<file path="config.mk">
export PLATFORM = sky130hd
export DESIGN_NAME = serial_add_ctrl
export DESIGN_NICKNAME = d
export VERILOG_FILES = /design/src/rtl/serial_add_pkg.sv /design/src/rtl/serial_add_ctrl_fa_cell.sv /design/src/rtl/serial_add_ctrl.sv
export SDC_FILE = /design/constraint.sdc
export NUM_CORES = 1
export LEC_CHECK = 0
export CAP_MARGIN = 20
export CORE_UTILIZATION = 52
export DETAILED_ROUTE_END_ITERATION = 8
export PLACE_DENSITY = 0.9
export SYNTH_ARGS = -nofsm -noshare
export SYNTH_HDL_FRONTEND = slang
export SYNTH_SLANG_ARGS = --single-unit
</file>
<file path="constraint.sdc">
create_clock -name clk -period 2.4 [get_ports clk]
set_input_delay 0.48 -clock clk [delete_from_list [all_inputs] [get_ports clk]]
set_output_delay 0.48 -clock clk [all_outputs]
set_load 0.02 [all_outputs]
</file>
<file path="src/rtl/serial_add_pkg.sv">
// ============================================================================
//  Module  : serial_add_pkg
//  Purpose : Shared types and defaults for the bit-serial adder sequencer.
//            Holds the sequencer state encoding and the default operand width.
//  Ports   : none (package)
//  Rev     : 1.0  initial release
// ============================================================================
`default_nettype none

package serial_add_pkg;

  // Default operand/result width of the sequencer.
  localparam int DEFAULT_WIDTH = 8;

  // Sequencer states, 2-bit encoding.
  typedef enum logic [1:0] {
    IDLE = 2'd0,
    RUN  = 2'd1,
    DONE = 2'd2
  } state_t;

endpackage

`default_nettype wire

</file>
<file path="src/rtl/serial_add_ctrl_fa_cell.sv">
// ============================================================================
//  Module  : fa_cell
//  Purpose : Purely combinational 1-bit full adder, the single arithmetic
//            cell reused by the bit-serial sequencer on every bit.
//  Ports   : a, b, c  - input bits and carry-in
//            s        - sum bit
//            co       - carry-out
//  Rev     : 1.0  initial release
// ============================================================================
`default_nettype none

module fa_cell (
  input  logic a,
  input  logic b,
  input  logic c,
  output logic s,
  output logic co
);

  assign s  = a ^ b ^ c;
  assign co = (a & b) | (a & c) | (b & c);

endmodule

`default_nettype wire

</file>
<file path="src/rtl/serial_add_ctrl.sv">
// ============================================================================
//  Module  : serial_add_ctrl
//  Purpose : Bit-serial adder sequencer. One full-adder cell is stepped over
//            the WIDTH operand bits, LSB first, with a registered carry.
//            Result latency is WIDTH+1 cycles from the start cycle; one add
//            per WIDTH+2 cycles back to back.
//  Ports   : clk, rst_n        - clock, asynchronous active-low reset
//            start, a, b, cin  - request and operands (sampled in IDLE)
//            busy              - high in RUN and DONE (decoded from state)
//            done              - one-cycle registered result-valid pulse
//            sum, cout         - registered result, held until next done
//            sub, ovf          - only with SERIAL_ADD_SUB_EN: subtract
//                                select and signed overflow flag
//  Config  : SERIAL_ADD_SUB_EN enables the add/subtract option.
//  Rev     : 1.0  initial release
// ============================================================================
`default_nettype none

module serial_add_ctrl
  import serial_add_pkg::*;
#(
  parameter int WIDTH = DEFAULT_WIDTH
) (
  input  logic             clk,
  input  logic             rst_n,
  input  logic             start,
  input  logic [WIDTH-1:0] a,
  input  logic [WIDTH-1:0] b,
  input  logic             cin,
`ifdef SERIAL_ADD_SUB_EN
  input  logic             sub,
  output logic             ovf,
`endif
  output logic             busy,
  output logic             done,
  output logic [WIDTH-1:0] sum,
  output logic             cout
);

  localparam int             CW   = $clog2(WIDTH);
  localparam logic [CW-1:0]  LAST = CW'(WIDTH - 1);

  state_t             state, next_state;
  logic [WIDTH-1:0]   op_a, op_b;
  logic [WIDTH-2:0]   acc;       // bits already produced, MSB-aligned
  logic               carry;
  logic [CW-1:0]      bit_cnt;
  logic               fa_s, fa_co;
  logic [WIDTH-1:0]   acc_shifted;
  logic [WIDTH-1:0]   load_b;
  logic               load_carry;

  // The only adder in the design.
  fa_cell u_fa (
    .a  (op_a[0]),
    .b  (op_b[0]),
    .c  (carry),
    .s  (fa_s),
    .co (fa_co)
  );

  // New bit enters at the MSB; after WIDTH steps this is the full result.
  assign acc_shifted = {fa_s, acc};

`ifdef SERIAL_ADD_SUB_EN
  // Subtraction as a + ~b + 1; cin is ignored in that case.
  assign load_b     = sub ? ~b : b;
  assign load_carry = sub ? 1'b1 : cin;
`else
  assign load_b     = b;
  assign load_carry = cin;
`endif

  // State register.
  always_ff @(posedge clk or negedge rst_n) begin
    if (!rst_n) state <= IDLE;
    else        state <= next_state;
  end

  // Next state and state-decoded outputs.
  always_comb begin
    next_state = state;
    busy       = 1'b0;
    case (state)
      IDLE: if (start) next_state = RUN;
      RUN: begin
        busy = 1'b1;
        if (bit_cnt == LAST) next_state = DONE;
      end
      DONE: begin
        busy       = 1'b1;
        next_state = IDLE;
      end
      default: next_state = IDLE;
    endcase
  end

  // Datapath and registered outputs.
  always_ff @(posedge clk or negedge rst_n) begin
    if (!rst_n) begin
      op_a    <= '0;
      op_b    <= '0;
      acc     <= '0;
      carry   <= 1'b0;
      bit_cnt <= '0;
      done    <= 1'b0;
      sum     <= '0;
      cout    <= 1'b0;
`ifdef SERIAL_ADD_SUB_EN
      ovf     <= 1'b0;
`endif
    end else begin
      done <= 1'b0;
      case (state)
        IDLE: begin
          if (start) begin
            op_a    <= a;
            op_b    <= load_b;
            carry   <= load_carry;
            bit_cnt <= '0;
          end
        end
        RUN: begin
          acc   <= acc_shifted[WIDTH-1:1];
          carry <= fa_co;
          op_a  <= op_a >> 1;
          op_b  <= op_b >> 1;
          if (bit_cnt == LAST) begin
            sum  <= acc_shifted;
            cout <= fa_co;
            done <= 1'b1;
`ifdef SERIAL_ADD_SUB_EN
            // carry register holds the carry into the MSB on this cycle
            ovf  <= carry ^ fa_co;
`endif
          end else begin
            bit_cnt <= bit_cnt + 1'b1;
          end
        end
        default: ;
      endcase
    end
  end

endmodule

`default_nettype wire

</file>
==> metrics.yaml, run 1 <==
power:
  irDropWorstVdd_mv: 0.516
  power_density_nw_per_um2: 1240
  cellLeakagePower_nw: 1.02
  power_mw: 2.72
sta:
  layout_min_cycle_time_ps: 2200
  tightest_slew_ps: 826
  skew_ps: 13.0
  rsz0062_at_grt: "no"
  hold_viol: 0
  max-slew-margin-rel: 0.449
  setup-tns-final_ps: 0
  max_clock_freq_mhz: 454
  finalCritPeriodShare: 0.917
  final_max_slew_viol_count: 0
  finalSetupViolations: 0
global_route:
  grt_use_met1: 0.227
  grt_most_used_layer: "met2"
  antenna_found_initial: 0
  gr-usage-met3: 0.0597
  grt_pass1_vias: 1186
  grt_max_degree: 40
  met2_usage: 0.338
  overflow: 0
  grt_pass1_wl_um: 5100
  grtUsageTotal: 0.195
final_layout:
  fill_cells: 241
  drive_above_1_share: 0.190
  syn2layout_area_growth_pct: 23.0
  nNetsFinal: 200
  fin_cells: 218
  antennaDiodeCount: 0
route:
  drc_errors: 0
  viasPerCell: 5.05
  firstDrtPassIters: 3
  vias: 1100
  wl_per_cell_um: 13.4
  finalWirelength_um: 2920
  drt_iter0_drc: 31
  final_antenna_net_count: 0
clocking:
  clock_path_buffers: 2
  cts_sinks: 39
  cts_setup_buffers: 0
  ctsHoldBuffers: 0
  insertion_delay_ps: 340
  cts_root_buffer: "clkbuf_4"
  cts_resized: 0
  cts_buffers: 5
  htreeDepth: 2
  clkSlewWorstSetupHoldPaths_ps: 120
  cts_tree: "done"
synthesis:
  synth-seq-cells: 39
  synthTopCellsByArea: "dfrtp_1, mux2_2, mux2i_1"
  yosysSeqAreaShare: 0.548
  synth.distinct_cells: 24
  synthCells: 141
  avgSynthCellArea_sq_um: 12.6
  yosysTopAreaCell: "dfrtp_1"
  synth_warnings: 0
  synth_area_sq_um: 1780
  syn_nets: 168
  yosysTopAreaCellShare: 0.548
placed_design:
  dp_hpwl_um: 2080
  port_buffers: 30
  dp_cells: 210
  place.gp.congestion: 0.750
setup_path:
  critPathKind: "reg2out"
  path_delay_family: "buffers and inverters"
  cp-start-kind: "flip-flop"
  cp_max_fo: 4
  crit_chain: "inv_1 -> ha_1 -> clkdlybuf4s50_1"
  path_buf_inv: 2
  cp.required_ps: 1920
  slowest_stage: "clkdlybuf4s50_1"
  crit_arrival_ps: 1720
  endpoint_kind: "primary output"
  critPathMaxStageDelay_ps: 600
floorplanning:
  fp.coreArea_sq_um: 3150
  fp.dieArea_sq_um: 3660
  rows: 20
  top_level_ports: 31
  die_h_um: 60.5
  initial_core_util: 0.565
  dieWidth_um: 60.5
min_path:
  hold_path_class: "in2async"
status:
  outcome: "finished clean"
run:
  drv_cap: 0
[cells in the final DEF, fill, tap and decap left out]
master            n
clkinv_2          1
clkdlybuf4s50_1  29
nand2_1          19
inv_6             1
dfrtp_1          39
nor2_1            1
nand2b_1          2
nor3_4            1
clkbuf_8          1
bufinv_16         1
a21oi_1           1
fa_1              1
buf_4             2
mux2_2           17
inv_1             5
nand2_8           1
o21a_1            1
mux2i_1          17
buf_2             1
and2b_1           1
mux2i_4           1
nor2b_1           1
clkbuf_4          5
o21ai_0          15
ha_1              6
mux2_4            1
o21ai_1           3
[through the flow]
stage           util  setup WS, ps  hold WS, ps  cell area [sq um]
2_1_floorplan      -           763          184               1780
3_3_place_gp   0.667           517          464               2100
3_5_place_dp   0.667           487          475               2100
4_1_cts        0.694           172          256               2190
5_1_grt        0.694           126          284               2190
6_report       0.694           199          228               2190
[cell usage after synthesis, drive strengths merged]
cell,number
dfrtp,39
nand2,20
mux2,18
mux2i,18
o21ai,18
buf,6
ha,6
inv,6
nand2b,2
a21oi,1
and2b,1
clkbuf,1
fa,1
nor2,1
nor2b,1
nor3,1
o21a,1
[layer usage]
layer  vias up  part of all wire
met5         -                 0
met4         0             0.014
met3         4             0.028
met2        15              0.52
met1       540              0.44
li1        541                 -
[cell families (layout without fill, tap and decap cells)]
kind of cell,after synthesis,in the layout,synth area share
buffers and inverters,13,46,0.0394
flip-flops,39,39,0.548
AO/OA/AOI/OAI,20,20,0.0576
multiplexers,36,36,0.224
AND/OR/NAND/NOR,26,26,0.0773
adder cells (fa/ha/maj),7,7,0.0534
[area by class of cell]
| type | count | area, sq um | area share |
|---|---|---|---|
| multi-input cells | 89 | 734 | 0.335 |
| flip-flops and latches | 39 | 976 | 0.446 |
| inverters | 6 | 27.5 | 0.0126 |
| clock buffers | 6 | 51.3 | 0.0234 |
| clock inverters | 2 | 35.0 | 0.0160 |
| well taps | 44 | 55.1 | 0.0251 |
| repair buffers | 32 | 310 | 0.142 |
[worst reg2reg max path, stage by stage (launching register included)]
cell	delay, ps
dfrtp_1	370
inv_1	130
ha_1	530
nor2_1	140
nor3_4	270
mux2_4	320
[where the power goes]
| part | switching, mW | leakage, nW | internal [mW] |
|---|---|---|---|
| Clock | 0.202 | 0.0482 | 0.246 |
| Sequential | 0.168 | 0.500 | 0.940 |
| Combinational | 0.573 | 0.472 | 0.592 |
[worst paths after layout]
| kind | start | endpoint | slack, ps | depth (start not counted) |
|---|---|---|---|---|
| max reg2reg | state[1]$_DFFE_PN0P_ | bit_cnt[0]$_DFFE_PN0P_ | 540 | 5 |
| min | rst_n | op_a[1]$_DFFE_PN0P_ | 230 | 1 |
| min in group clk | op_b[2]$_DFFE_PN0P_ | op_b[2]$_DFFE_PN0P_ | 500 | 2 |
| min reg2reg | op_b[2]$_DFFE_PN0P_ | op_b[2]$_DFFE_PN0P_ | 500 | 2 |
| max | state[0]$_DFFE_PN0P_ | busy | 200 | 3 |
| max in group asynchronous | rst_n | sum[2]$_DFFE_PN0P_ | 1650 | 1 |
[state kept, by name, indices dropped and copies added, names as in the netlist]
name     flops
done         1
sum          8
acc          7
carry        1
bit_cnt      3
op_b         8
cout         1
state        2
op_a         8
Power figures use the tool's default switching activity.
==> run 2: changes to the inputs <==
--- a/config.mk
+++ b/config.mk
@@ -6,9 +6,9 @@
 export NUM_CORES = 1
 export LEC_CHECK = 0
 export CAP_MARGIN = 20
-export CORE_UTILIZATION = 52
+export CORE_UTILIZATION = 30
 export DETAILED_ROUTE_END_ITERATION = 8
-export PLACE_DENSITY = 0.9
+export PLACE_DENSITY = 0.61
 export SYNTH_ARGS = -nofsm -noshare
 export SYNTH_HDL_FRONTEND = slang
 export SYNTH_SLANG_ARGS = --single-unit
==> metrics.yaml, run 2 (synthesis gave the netlist of run 1 again) <==
status:
  outcome: "finished clean"
floorplanning:
  die_h_um: 79.0  # +31%
  fp.coreArea_sq_um: 5610  # +78%
  top_level_ports: 31  # unchanged
  dieWidth_um: 79.0  # +31%
  fp.dieArea_sq_um: 6250  # +71%
  rows: 27  # +35%
  initial_core_util: 0.317  # -0.247
placed_design:
  dp_hpwl_um: 2120  # +2.1%
  dp_worst_setup_slack_ps: 494  # +6.67 ps
  port_buffers: 30  # unchanged
  place.gp.congestion: 0.641  # -15%
global_route:
  grt_pass1_vias: 1125  # -5.1%
  grtUsageTotal: 0.107  # -0.0878
  grt_pass1_wl_um: 5170  # +1.4%
  antenna_found_initial: 0  # unchanged
  overflow: 0  # unchanged
  grt_max_degree: 35  # -13%
clocking:
  cts_buffers: 5  # unchanged
  cts_setup_buffers: 0  # unchanged
  cts_tree: "done"
  htreeDepth: 2  # unchanged
  clock_path_buffers: 2  # unchanged
  cts_resized: 0  # unchanged
  clkSlewWorstSetupHoldPaths_ps: 70  # -50 ps
  cts_root_buffer: "clkbuf_8"
  insertion_delay_ps: 280  # -60 ps
  cts_sinks: 39  # unchanged
  ctsHoldBuffers: 0  # unchanged
final_layout:
  layout_common_cells: "dfrtp_1, clkdlybuf4s50_1, nand2_1, mux2i_1, mux2_2"
  nNetsFinal: 202  # +1.0%
  syn2layout_area_growth_pct: 26.2
  top_regs: "op_a (8), op_b (8), sum (8)"
  layout_commonest_cell: "dfrtp_1"
  antennaDiodeCount: 0  # unchanged
  drive_above_1_share: 0.188  # -0.00216
sta:
  max_clock_freq_mhz: 473  # +4.1%
  final_max_slew_viol_count: 0  # unchanged
  finalSetupViolations: 0  # unchanged
  hold_viol: 0  # unchanged
  tightest_slew_ps: 528  # -298 ps
  layout_min_cycle_time_ps: 2110  # -86.3 ps
  setup-tns-final_ps: 0  # unchanged
  max-slew-margin-rel: 0.648  # +0.199
  fin_ws_ps: 285  # +86.3 ps
  finalCritPeriodShare: 0.881  # -0.0360
  rsz0062_at_grt: "no"
  skew_ps: 2.43  # -10.6 ps
route:
  drt_iter0_drc: 31  # unchanged
  final_antenna_net_count: 0  # unchanged
  wl_per_cell_um: 11.8  # -12%
  viasPerCell: 4.32  # -14%
  drc_errors: 0  # unchanged
  firstDrtPassIters: 4  # +1
  vias: 1071  # -2.6%
  finalWirelength_um: 2930  # +0.38%
setup_path:
  cp.required_ps: 1920  # about the same
  crit_arrival_ps: 1630  # -90 ps
  r2r_slack_ps: 560  # +20 ps
  rr_startpoint: "state[1]$_DFFE_PN0P_"
  endpoint_kind: "primary output"
  cp-start-kind: "flip-flop"
  critPathKind: "reg2out"
  r2r_cells: 5  # unchanged
  cp_max_fo: 4  # unchanged
  r2r_end: "bit_cnt[0]$_DFFE_PN0P_"
min_path:
  hold_path_class: "in2async"
power:
  cellLeakagePower_nw: 1.03  # +0.80%
  switching_power_mw: 0.939  # -0.47%
  p_seq_frac: 0.407  # about the same
  switching_share: 0.347  # +0.000545
  power_density_nw_per_um2: 1200  # -3.2%
  irDropWorstVdd_mv: 0.376  # -27%
  comb_power_share: 0.438  # +0.010
  p_int_mw: 1.77  # -0.71%
  pwr-share-clk: 0.154  # -0.011
run:
  drv_cap: 0  # unchanged
[run 2: power groups by stage]
| stage | clock network, mW | logic (mW) | registers, mW |
|---|---|---|---|
| after floorplan | 0 | 0.838 | 1.14 |
| after global placement | 0 | 1.19 | 1.11 |
| after detailed placement | 0 | 1.21 | 1.12 |
| after CTS | 0.437 | 1.21 | 1.11 |
| after global routing | 0.458 | 1.32 | 1.15 |
| final | 0.417 | 1.19 | 1.10 |
[run 2: how the worst max path moves through the flow]
stage | start | cells past startpoint | end | slack [ps]
floorplan | bit_cnt[0]$_DFFE_PN0P_ | 6 | bit_cnt[0]$_DFFE_PN0P_ | 760
global placement | start | 4 | bit_cnt[0]$_DFFE_PN0P_ | 500
CTS | state[0]$_DFFE_PN0P_ | 3 | busy | 250
finish | state[0]$_DFFE_PN0P_ | 3 | busy | 290
global route | state[0]$_DFFE_PN0P_ | 3 | busy | 220
detailed placement | start | 4 | bit_cnt[0]$_DFFE_PN0P_ | 490
[run 2: routing by layer]
metal / up-vias / global-route usage / wire length [um]
li1: 544 / - / -
met1: 510 / 0.139 / 1450
met2: 15 / 0.166 / 1360
met3: 2 / 0.0310 / 109
met4: 0 / 0.0436 / 17
met5: - / 0 / 0
[run 2: worst max-delay path, stage by stage (launching register included)]
cell and delay, ps:
dfrtp_1 390, inv_1 80, ha_1 290, clkdlybuf4s50_1 600
[run 2: cell type report]
type	instances	area, sq um
Clock buffer	7	76.3
Clock inverter	1	5.00
Fill cell	587	3360
Inverter	6	27.5
Multi-Input combinational cell	89	734
Sequential cell	39	976
Tap cell	72	90.1
Timing Repair Buffer	34	338
[run 2: metrics by stage]
step | hold WS (ps) | cell area, sq um | std cells | util | total power, mW
final | 153 | 2250 | 248 | 0.401 | 2.70
after CTS | 162 | 2250 | 248 | 0.401 | 2.75
after global routing | 178 | 2250 | 248 | 0.401 | 2.93
after global placement | 465 | 2170 | 240 | 0.386 | 2.30
after detailed placement | 471 | 2170 | 240 | 0.386 | 2.32
after floorplan | 184 | 1780 | 141 | - | 1.98
==> run 3: changes to the inputs <==
--- a/config.mk
+++ b/config.mk
@@ -5,6 +5,7 @@
 export SDC_FILE = /design/constraint.sdc
 export NUM_CORES = 1
 export LEC_CHECK = 0
+export ABC_AREA = 1
 export CAP_MARGIN = 20
 export CORE_UTILIZATION = 30
 export DETAILED_ROUTE_END_ITERATION = 8
==> metrics.yaml, run 3 <==
status:
  outcome: "finished clean"
final_layout:
  fill_cells: 635  # +8.2%
  layout_commonest_cell: "nand2_1"
  drive_above_1_share: 0.0769  # -0.111
  syn2layout_area_growth_pct: 22.9
  top_regs: "op_a (8), op_b (8), sum (8)"
  nNetsFinal: 286  # +42%
  fin_util: 0.384  # -0.0167
  antennaDiodeCount: 0  # unchanged
  layout_common_cells: "nand2_1, dfrtp_1, clkdlybuf4s50_1, o21ai_0, inv_1"
setup_path:
  r2r_cells: 8  # +3
  slowest_stage: "clkdlybuf4s50_1"
  critPathMaxStageDelay_ps: 590  # about the same
  r2r_slack_ps: 800  # +240 ps
  crit_chain: "inv_1 -> ha_1 -> clkdlybuf4s50_1"
  cp.required_ps: 1920  # about the same
  r2r_end: "op_a[7]$_DFFE_PN0P_"
  critPathKind: "reg2out"
  rr_startpoint: "state[1]$_DFFE_PN0P_"
  endpoint_kind: "primary output"
  cp_max_fo: 4  # unchanged
  crit_arrival_ps: 1620  # about the same
  cp-start-kind: "flip-flop"
synthesis:
  yosysTopAreaCell: "dfrtp_1"
  synth_area_sq_um: 1860  # +4.5%
  syn_nets: 256  # +52%
  synthTopCellsByArea: "dfrtp_1, nand2_1, ha_1"
  synth_warnings: 0  # unchanged
  synth.distinct_cells: 20  # -17%
  synth.top_cells.by_count: "nand2_1, dfrtp_1, o21ai_0, inv_1"
  yosysTopAreaCellShare: 0.525  # -0.0236
  synth-seq-cells: 39  # unchanged
  yosys.cell_count.top_type: "nand2_1"
  synth_edf_count: 0  # unchanged
  avgSynthCellArea_sq_um: 8.12  # -36%
  synth-main-ff-cell: "dfrtp_1"
  yosysSeqAreaShare: 0.525  # -0.0236
  synthCells: 229  # +62%
  async_flop_share: 1.00  # unchanged
route:
  drt_iter0_drc: 79  # +150%
  vias: 1436  # +34%
  final_antenna_net_count: 0  # unchanged
  finalWirelength_um: 3310  # +13%
  firstDrtPassIters: 4  # unchanged
  wl_per_cell_um: 9.87  # -16%
  viasPerCell: 4.29  # -0.74%
  drc_errors: 0  # unchanged
power:
  switching_share: 0.395  # +0.0483
  switching_power_mw: 0.981  # +4.5%
  p_int_mw: 1.50  # -15%
  p_seq_frac: 0.401  # -0.006
  comb_power_share: 0.406  # -0.032
  irDropWorstVdd_mv: 0.363  # -3.3%
  pwr-share-clk: 0.193  # +0.039
  power_density_nw_per_um2: 1080  # -9.8%
  cellLeakagePower_nw: 1.20  # +17%
global_route:
  grtUsageTotal: 0.121  # +0.0140
  antenna_found_initial: 0  # unchanged
  overflow: 0  # unchanged
  grt_max_degree: 40  # +14%
  grt_pass1_vias: 1378  # +22%
  grt_pass1_wl_um: 6020  # +16%
floorplanning:
  top_level_ports: 31  # unchanged
  dieWidth_um: 80.8  # +2.2%
  die_h_um: 80.8  # +2.2%
  rows: 28  # +3.7%
  fp.dieArea_sq_um: 6520  # +4.4%
  initial_core_util: 0.312  # -0.00510
  fp.coreArea_sq_um: 5960  # +6.2%
placed_design:
  dp_hpwl_um: 2250  # +5.9%
  port_buffers: 30  # unchanged
  place.gp.congestion: 0.732  # +14%
sta:
  tightest_slew_ps: 864  # +336 ps
  max-slew-margin-rel: 0.424  # -0.224
  layout_min_cycle_time_ps: 2100  # -12.7 ps
  finalCritPeriodShare: 0.876  # -0.00529
  finalSetupViolations: 0  # unchanged
  skew_ps: 4.61  # +2.18 ps
  final_max_slew_viol_count: 0  # unchanged
  hold_viol: 0  # unchanged
  rsz0062_at_grt: "no"
  setup-tns-final_ps: 0  # unchanged
  max_clock_freq_mhz: 476  # +0.60%
clocking:
  cts_setup_buffers: 0  # unchanged
  cts_sinks: 39  # unchanged
  ctsHoldBuffers: 0  # unchanged
  cts_root_buffer: "clkbuf_8"
  clkSlewWorstSetupHoldPaths_ps: 70  # about the same
  clock_path_buffers: 2  # unchanged
  cts_buffers: 5  # unchanged
  insertion_delay_ps: 290  # about the same
  cts_resized: 0  # unchanged
  cts_tree: "done"
  htreeDepth: 2  # unchanged
min_path:
  hold_path_class: "in2async"
run:
  drv_cap: 0  # unchanged
run 3: cell types whose count changed in the layout (fill, tap and decap cells not counted), moves of 3 or more:
cell	change
nand2_1	+107
mux2_2	-17
inv_1	+8
nand2_2	+3
mux2i_1	-17
nand3_1	+6
inv_2	+3
o21ai_1	-3
run 3: how the worst max path moves through the flow:
stage	from	depth (start not counted)	endpoint	slack, ps
global route	state[0]$_DFFE_PN0P_	3	busy	220
floorplan	bit_cnt[0]$_DFFE_PN0P_	5	sum[0]$_DFFE_PN0P_	1110
global placement	state[0]$_DFFE_PN0P_	3	busy	620
CTS	state[0]$_DFFE_PN0P_	3	busy	270
detailed placement	state[0]$_DFFE_PN0P_	3	busy	600
finish	state[0]$_DFFE_PN0P_	3	busy	300
run 3: layout make-up:
| class | count | area, sq um | area share |
|---|---|---|---|
| flip-flops and latches | 39 | 976 | 0.427 |
| multi-input cells | 164 | 738 | 0.323 |
| clock buffers | 8 | 100 | 0.0438 |
| repair buffers | 32 | 310 | 0.136 |
| inverters | 17 | 68.8 | 0.0301 |
| well taps | 75 | 93.8 | 0.0410 |
run 3: critical path, delay by kind of cell, from the launching register on:
kind | cells | cell delay (ps)
buffers and inverters | 2 | 670
adders and majority gates | 1 | 270
DFF | 1 | 390
run 3: per-stage QoR:
stage	cell area [sq um]	hold slack, ps	power, mW	worst slack (ps)	cells
final	2290	307	2.48	298	335
after global routing	2290	372	2.73	222	335
after CTS	2290	334	2.52	274	335
after detailed placement	2190	459	2.04	598	327
after global placement	2190	454	2.01	622	327
after floorplan	1860	184	1.86	1110	229
run 3: routing by layer:
| metal | vias to the layer above | share of wire | GRT usage |
|---|---|---|---|
| li1 | 756 | - | - |
| met1 | 644 | 0.50 | 0.157 |
| met2 | 32 | 0.44 | 0.186 |
| met3 | 4 | 0.044 | 0.0348 |
| met4 | 0 | 0.0097 | 0.0536 |
| met5 | - | 0 | 0 |
run 3: cells by family after synthesis:
kind of cell / after synthesis / synth area share
flip-flops: 39 / 0.525
buffers and inverters: 26 / 0.0787
AND/OR/NAND/NOR: 139 / 0.294
adder cells (fa/ha/maj): 7 / 0.0511
AO/OA/AOI/OAI: 18 / 0.0518
run 3: power by group through the flow:
stage / combinational [mW] / clock [mW] / sequential, mW
finish: 1.01 / 0.478 / 0.995
CTS: 1.03 / 0.493 / 0.996
global route: 1.19 / 0.519 / 1.02
global placement: 1.01 / 0 / 0.999
detailed placement: 1.03 / 0 / 1.01
floorplan: 0.881 / 0 / 0.982
